===== src/rtl/fifo_uart_tx_if.sv =====
// FIFO readout handshake between fifo_top and fifo_uart_tx.
// master: the reader (pops with read_n); slave: the FIFO.
interface fifo_uart_tx_if #(
   parameter int FIFO_WIDTH = 63
);
   logic [FIFO_WIDTH-1:0] fifo_data;
   logic                  fifo_empty;
   logic                  read_n;

   modport master (
      input  fifo_data,
      input  fifo_empty,
      output read_n
   );

   modport slave (
      output fifo_data,
      output fifo_empty,
      input  read_n
   );
endinterface


===== src/rtl/fifo_uart_tx.sv =====
// fifo_uart_tx: pops one FIFO word whenever enabled and data is present,
// appends an odd-parity bit and sends it as a UART-style frame:
// start(0), word LSB first, parity (~^word), stop(1).
module fifo_uart_tx #(
   parameter int FIFO_WIDTH   = 63,
   parameter int CLKS_PER_BIT = 2
) (
   input  logic                  clk,
   input  logic                  reset_n,
   fifo_uart_tx_if.master        fifo,
   input  logic                  tx_enable,
   output logic                  tx_out,
   output logic                  tx_busy,
   output logic [15:0]           words_sent
);

   localparam int FRAME_BITS = FIFO_WIDTH + 1;
   localparam int BIT_W      = $clog2(FRAME_BITS);
   localparam int BAUD_W     = (CLKS_PER_BIT > 1) ? $clog2(CLKS_PER_BIT) : 1;
   localparam logic [BAUD_W-1:0] BAUD_LAST = BAUD_W'(CLKS_PER_BIT - 1);
   localparam logic [BIT_W-1:0]  BIT_LAST  = BIT_W'(FRAME_BITS - 1);

   typedef enum logic [1:0] {
      ST_IDLE,
      ST_START,
      ST_DATA,
      ST_STOP
   } state_t;

   state_t                  state,    state_nx;
   logic [BAUD_W-1:0]       baud_cnt, baud_nx;
   logic [BIT_W-1:0]        bit_cnt,  bit_nx;
   logic [FRAME_BITS-1:0]   shreg,    shreg_nx;
   logic                    tx_nx;
   logic                    read_n_q, read_n_nx;
   logic [15:0]             words_nx;
   logic                    baud_last;

   assign baud_last   = (baud_cnt == BAUD_LAST);
   assign tx_busy     = (state != ST_IDLE);
   assign fifo.read_n = read_n_q;

   // State register.
   always_ff @(posedge clk or negedge reset_n) begin
      if (!reset_n) begin
         state <= ST_IDLE;
      end else begin
         state <= state_nx;
      end
   end

   // Next state plus next values of every registered output and counter;
   // tx_out is computed one cycle ahead so the line itself comes from a flop.
   always_comb begin
      state_nx  = state;
      baud_nx   = baud_cnt;
      bit_nx    = bit_cnt;
      shreg_nx  = shreg;
      tx_nx     = tx_out;
      read_n_nx = 1'b1;
      words_nx  = words_sent;
      case (state)
         ST_IDLE: begin
            tx_nx = 1'b1;
            if (tx_enable && !fifo.fifo_empty) begin
               shreg_nx  = {~^fifo.fifo_data, fifo.fifo_data};
               read_n_nx = 1'b0;
               baud_nx   = '0;
               bit_nx    = '0;
               tx_nx     = 1'b0;
               state_nx  = ST_START;
            end
         end
         ST_START: begin
            if (baud_last) begin
               baud_nx  = '0;
               tx_nx    = shreg[0];
               state_nx = ST_DATA;
            end else begin
               baud_nx = baud_cnt + 1'b1;
            end
         end
         ST_DATA: begin
            if (baud_last) begin
               baud_nx = '0;
               if (bit_cnt == BIT_LAST) begin
                  tx_nx    = 1'b1;
                  state_nx = ST_STOP;
               end else begin
                  bit_nx   = bit_cnt + 1'b1;
                  shreg_nx = {1'b0, shreg[FRAME_BITS-1:1]};
                  tx_nx    = shreg[1];
               end
            end else begin
               baud_nx = baud_cnt + 1'b1;
            end
         end
         ST_STOP: begin
            tx_nx = 1'b1;
            if (baud_last) begin
               baud_nx  = '0;
               words_nx = words_sent + 16'd1;
               state_nx = ST_IDLE;
            end else begin
               baud_nx = baud_cnt + 1'b1;
            end
         end
         default: begin
            state_nx = ST_IDLE;
         end
      endcase
   end

   // Datapath registers: shift register, counters, serial line, pop strobe.
   always_ff @(posedge clk or negedge reset_n) begin
      if (!reset_n) begin
         baud_cnt   <= '0;
         bit_cnt    <= '0;
         shreg      <= '0;
         tx_out     <= 1'b1;
         read_n_q   <= 1'b1;
         words_sent <= '0;
      end else begin
         baud_cnt   <= baud_nx;
         bit_cnt    <= bit_nx;
         shreg      <= shreg_nx;
         tx_out     <= tx_nx;
         read_n_q   <= read_n_nx;
         words_sent <= words_nx;
      end
   end

endmodule


===== src/flat_wrapper.sv =====
// flat-port wrapper written by rule: the top's interface ports become plain ports
module fifo_uart_tx_flat 
#(
   parameter int FIFO_WIDTH   = 63,
   parameter int CLKS_PER_BIT = 2
)
  (clk, reset_n, tx_enable, tx_out, tx_busy, words_sent, fifo_fifo_data, fifo_fifo_empty, fifo_read_n);
  fifo_uart_tx_if #(.FIFO_WIDTH(FIFO_WIDTH)) fifo_i ();
  input  logic clk;
  input  logic reset_n;
  input  logic tx_enable;
  output logic tx_out;
  output logic tx_busy;
  output logic [15:0] words_sent;
  input wire logic [$bits(fifo_i.fifo_data)-1:0] fifo_fifo_data;
  input wire logic [$bits(fifo_i.fifo_empty)-1:0] fifo_fifo_empty;
  output wire logic [$bits(fifo_i.read_n)-1:0] fifo_read_n;
  assign fifo_i.fifo_data = fifo_fifo_data;
  assign fifo_i.fifo_empty = fifo_fifo_empty;
  assign fifo_read_n = fifo_i.read_n;
  fifo_uart_tx #(.FIFO_WIDTH(FIFO_WIDTH), .CLKS_PER_BIT(CLKS_PER_BIT)) u_core (.clk(clk), .reset_n(reset_n), .fifo(fifo_i), .tx_enable(tx_enable), .tx_out(tx_out), .tx_busy(tx_busy), .words_sent(words_sent));
endmodule

===== config.mk =====
export PLATFORM = sky130hd
export DESIGN_NAME = fifo_uart_tx_flat
export DESIGN_NICKNAME = d
export VERILOG_FILES = /design/src/rtl/fifo_uart_tx_if.sv /design/src/rtl/fifo_uart_tx.sv /design/src/flat_wrapper.sv
export SDC_FILE = /design/constraint.sdc
export NUM_CORES = 1
export LEC_CHECK = 0
export BUFFER_PORTS_ARGS = -buffer_cell sky130_fd_sc_hd__buf_2
export CORE_UTILIZATION = 45
export DETAILED_ROUTE_END_ITERATION = 10
export PLACE_DENSITY = 0.67
export SYNTH_ARGS = -nofsm -noshare
export SYNTH_HDL_FRONTEND = slang
export SYNTH_SLANG_ARGS = --single-unit

===== constraint.sdc =====
create_clock -name clk -period 2.4 [get_ports clk]
set_input_delay 0.36 -clock clk [delete_from_list [all_inputs] [get_ports clk]]
set_output_delay 0.36 -clock clk [all_outputs]
set_load 0.005 [all_outputs]

==> run_summary.xml <==
<?xml version="1.0" encoding="UTF-8"?>
<metrics>
  <group name="run_status">
    <metric name="status" unit="">finished, final reports clean</metric>
  </group>
  <group name="finish">
    <metric name="finish.utilization" unit="%">54.11</metric>
    <metric name="drive_above_1_share" unit="%">21.18</metric>
    <metric name="layout.cells.most_common" unit="">dfrtp_1</metric>
    <metric name="area_delta_synth_final" unit="%">17.38</metric>
    <metric name="insertedDiodeCount" unit="">0</metric>
    <metric name="final_cell_mix" unit="">89 x dfrtp_1, 84 x buf_2, 80 x nand2_1</metric>
    <metric name="layout.nets" unit="">611</metric>
  </group>
  <group name="timing">
    <metric name="fmaxAchievable" unit="GHz">0.5135</metric>
    <metric name="timing.clock.skew" unit="ns">0.003944</metric>
    <metric name="setup_viol" unit="">0</metric>
    <metric name="period_share" unit="%">81.14</metric>
    <metric name="setup_total_negative_slack" unit="ns">0</metric>
    <metric name="worst_slew_margin_rel" unit="%">62.18</metric>
    <metric name="final-hold-violation-count" unit="">0</metric>
    <metric name="slew_violations" unit="">0</metric>
    <metric name="rsz0062_at_grt" unit="">no</metric>
    <metric name="layout_min_cycle_time" unit="ns">1.947</metric>
    <metric name="timing_worst_slew_pin_value" unit="ns">0.5673</metric>
  </group>
  <group name="cts">
    <metric name="clock-sinks" unit="">91</metric>
    <metric name="post_cts_resized" unit="">0</metric>
    <metric name="clk_pin_slew_worst_paths" unit="ns">0.09</metric>
    <metric name="postCtsHoldBufs" unit="">1</metric>
    <metric name="tritoncts" unit="">done</metric>
    <metric name="clock_tree.root_cell" unit="">clkbuf_8</metric>
    <metric name="ctsHtreeMaxLevel" unit="">3</metric>
    <metric name="cts_made_buffers" unit="">9</metric>
    <metric name="clk_latency" unit="ns">0.36</metric>
    <metric name="clock_tree_buf_depth" unit="">2</metric>
    <metric name="post-cts-setup-buffer-count" unit="">0</metric>
  </group>
  <group name="yosys">
    <metric name="synth-seq-cells" unit="">91</metric>
    <metric name="syn_nets" unit="">531</metric>
    <metric name="ys_async_sr_fraction" unit="%">100.0</metric>
    <metric name="synth_cells" unit="">458</metric>
    <metric name="synth-edff-count" unit="">0</metric>
    <metric name="synthesis.yosys.warnings" unit="">0</metric>
    <metric name="synth_top_cell_by_area" unit="">dfrtp_1</metric>
    <metric name="synth_cell_types" unit="">32</metric>
    <metric name="post-synth-top-area-fraction" unit="%">47.00</metric>
    <metric name="synth.top_cells.by_area" unit="">dfrtp_1 47%, mux2i_1 13%, xnor2_1 11%, o21ai_1 6.9%, nand2_1 6.3%</metric>
    <metric name="synth_flop_cell" unit="">dfrtp_1</metric>
    <metric name="synth_area" unit="um2">4738</metric>
    <metric name="postSynthAreaPerCell" unit="um2">10.35</metric>
    <metric name="yosysSeqAreaShare" unit="%">48.11</metric>
  </group>
  <group name="worst_setup_path">
    <metric name="critPathKind" unit="">reg -&gt; reg</metric>
    <metric name="setup.reg_to_reg.worst_slack" unit="ns">0.45</metric>
    <metric name="arrival" unit="ns">2.20</metric>
    <metric name="crit_path_end_kind" unit="">flip-flop</metric>
    <metric name="rr_worst_depth" unit="">7</metric>
    <metric name="critPathRequiredTime" unit="ns">2.66</metric>
    <metric name="path_max_fanout" unit="">87</metric>
    <metric name="worst_setup_path_startpoint" unit="">u_core.state[0]</metric>
    <metric name="endpoint_of_the_most_critical_setup_path" unit="">u_core.shreg[63]</metric>
    <metric name="worstReg2RegStart" unit="">u_core.state[0]</metric>
    <metric name="crit_path_start_kind" unit="">flip-flop</metric>
    <metric name="worst_r2r_endpoint" unit="">u_core.shreg[63]</metric>
  </group>
  <group name="drt">
    <metric name="detail_route.first_pass.iterations" unit="">4</metric>
    <metric name="route.detailed.vias_per_inst" unit="">4.884</metric>
    <metric name="drt-initial-drc-count" unit="">162</metric>
    <metric name="met3RoutedLength" unit="um">457</metric>
    <metric name="via_count" unit="">3316</metric>
    <metric name="wirelength" unit="mm">9.024</metric>
    <metric name="route.detailed.drc" unit="">0</metric>
    <metric name="met2_length" unit="mm">4.132</metric>
    <metric name="route.top_layer_used" unit="">met4</metric>
    <metric name="antenna_left" unit="">0</metric>
    <metric name="met1Wirelength" unit="mm">4.326</metric>
    <metric name="routed_wire_length_per_instance" unit="um">13.29</metric>
  </group>
  <group name="floorplan">
    <metric name="die_x" unit="um">104.6</metric>
    <metric name="die-area" unit="um2">10940</metric>
    <metric name="core_region" unit="um2">10280</metric>
    <metric name="floorplan.initialDensity" unit="%">46.10</metric>
    <metric name="die_height" unit="um">104.6</metric>
    <metric name="rows" unit="">37</metric>
    <metric name="design.portCount" unit="">86</metric>
  </group>
  <group name="min_path">
    <metric name="min_path_type" unit="">in -&gt; reg</metric>
    <metric name="min-delay-start" unit="">fifo_fifo_data[9]</metric>
  </group>
  <group name="power">
    <metric name="seq_power_share" unit="%">48.9</metric>
    <metric name="pwr-share-clk" unit="%">34.9</metric>
    <metric name="share_comb_of_total_power" unit="%">16.1</metric>
    <metric name="internal_power" unit="W">0.002386</metric>
    <metric name="worst_ir_drop_vdd" unit="V">0.0002796</metric>
    <metric name="leakage_power_figure" unit="nW">2.876</metric>
    <metric name="power.share.switching" unit="%">24.07</metric>
    <metric name="psw" unit="W">0.0007565</metric>
    <metric name="power-per-cell-area" unit="nW/um2">565.1</metric>
  </group>
  <group name="global_routing">
    <metric name="first_global_vias" unit="">3272</metric>
    <metric name="pin_count_of_the_biggest_net_entering_global_routing" unit="">88</metric>
    <metric name="grt_pass1_wl" unit="mm">15.55</metric>
    <metric name="total_track_usage" unit="%">17.90</metric>
    <metric name="antenna_found_initial" unit="">0</metric>
    <metric name="remaining_global_route_overflow" unit="">0</metric>
  </group>
  <group name="run">
    <metric name="max-cap-violations" unit="">0</metric>
  </group>
  <group name="placed_design">
    <metric name="placement.io_buffers" unit="">85</metric>
    <metric name="dp_hpwl" unit="mm">6.537</metric>
    <metric name="finalWeightedCongestion" unit="">0.7739</metric>
  </group>
</metrics>
==> layout make-up <==
cell class | instances | area, um2
clock inverters | 5 | 60.06
flip-flops and latches | 91 | 2280
fillers | 945 | 4716
well taps | 136 | 170.2
clock buffers | 11 | 151.4
multi-input cells | 341 | 2385
inverters | 4 | 15.01
repair buffers | 91 | 500.5
==> sequential cells by signal, summed over array words and instances, names as in the netlist <==
signal              cells
u_core.words_sent      16
u_core.baud_cnt         1
u_core.tx_out           1
u_core.fifo.read_n      1
u_core.shreg           64
u_core.state            2
u_core.bit_cnt          6
==> worst max-delay path: stages, from the launching register on <==
cell	delay, ns
dfrtp_1	0.39
inv_1	0.11
ha_4	0.19
nor2b_1	0.12
a21oi_1	0.35
nand3_4	0.17
buf_12	0.25
a22o_1	0.25
==> worst min path at each step <==
stage / to / depth (start not counted)
after global placement: u_core.words_sent[9] / 1
after floorplan: u_core.baud_cnt / 0
after CTS: u_core.shreg[44] / 3
final: u_core.shreg[9] / 3
after global routing: u_core.shreg[58] / 3
after detailed placement: u_core.words_sent[9] / 1
==> cells in the mapped netlist (2+ instances only) <==
library cell / instances
nor3_1: 3
xnor2_2: 2
xnor3_1: 5
a21oi_1: 3
mux2i_1: 63
xnor2_1: 57
nor2_1: 11
a22o_1: 2
o21ai_1: 65
buf_1: 2
dfstp_2: 2
ha_1: 6
and3_1: 3
o21ai_0: 3
clkbuf_1: 19
nand2_1: 80
nand4_1: 3
inv_1: 4
or3_1: 2
and2_1: 2
dfrtp_1: 89
mux2_2: 2
nand3_1: 12
xor2_1: 10
==> routing by layer <==
metal / track usage [%] / up-vias
li1: - / 1704
met1: 24.51 / 1537
met2: 28.00 / 65
met3: 4.554 / 10
met4: 5.433 / 0
met5: 0 / -
==> cells by family (layout without fill, tap and decap cells) <==
group	Yosys count	count (layout)	share of synthesized area, %
buf+inv	26	111	2.086
flops	91	91	48.11
mux	65	65	13.78
xor+xnor	74	74	15.45
compound gates	76	76	8.344
fa+ha+maj	6	6	1.584
simple gates	120	120	10.64
==> per-stage QoR <==
step | hold slack (ns) | total power (W) | std cells | cell area (um2) | setup slack, ns
final | 0.2946 | 0.003143 | 679 | 5562 | 0.4528
after global routing | 0.2818 | 0.003296 | 679 | 5562 | 0.2961
after CTS | 0.2798 | 0.003197 | 679 | 5562 | 0.4295
after detailed placement | 0.3230 | 0.002080 | 662 | 5340 | 0.1431
after global placement | 0.3186 | 0.002070 | 662 | 5340 | 0.1895
after floorplan | 0.06441 | 0.001920 | 458 | 4738 | 0.3105
==> power groups by stage <==
| stage | Combinational (W) | Clock [W] | Sequential, W |
|---|---|---|---|
| final | 0.000507 | 0.00110 | 0.00154 |
| after global routing | 0.000558 | 0.00120 | 0.00154 |
| after CTS | 0.000516 | 0.00114 | 0.00154 |
| after detailed placement | 0.000512 | 0 | 0.00157 |
| after global placement | 0.000503 | 0 | 0.00157 |
| after floorplan | 0.000352 | 0 | 0.00157 |
No activity file was read; power rests on OpenSTA's default activity.
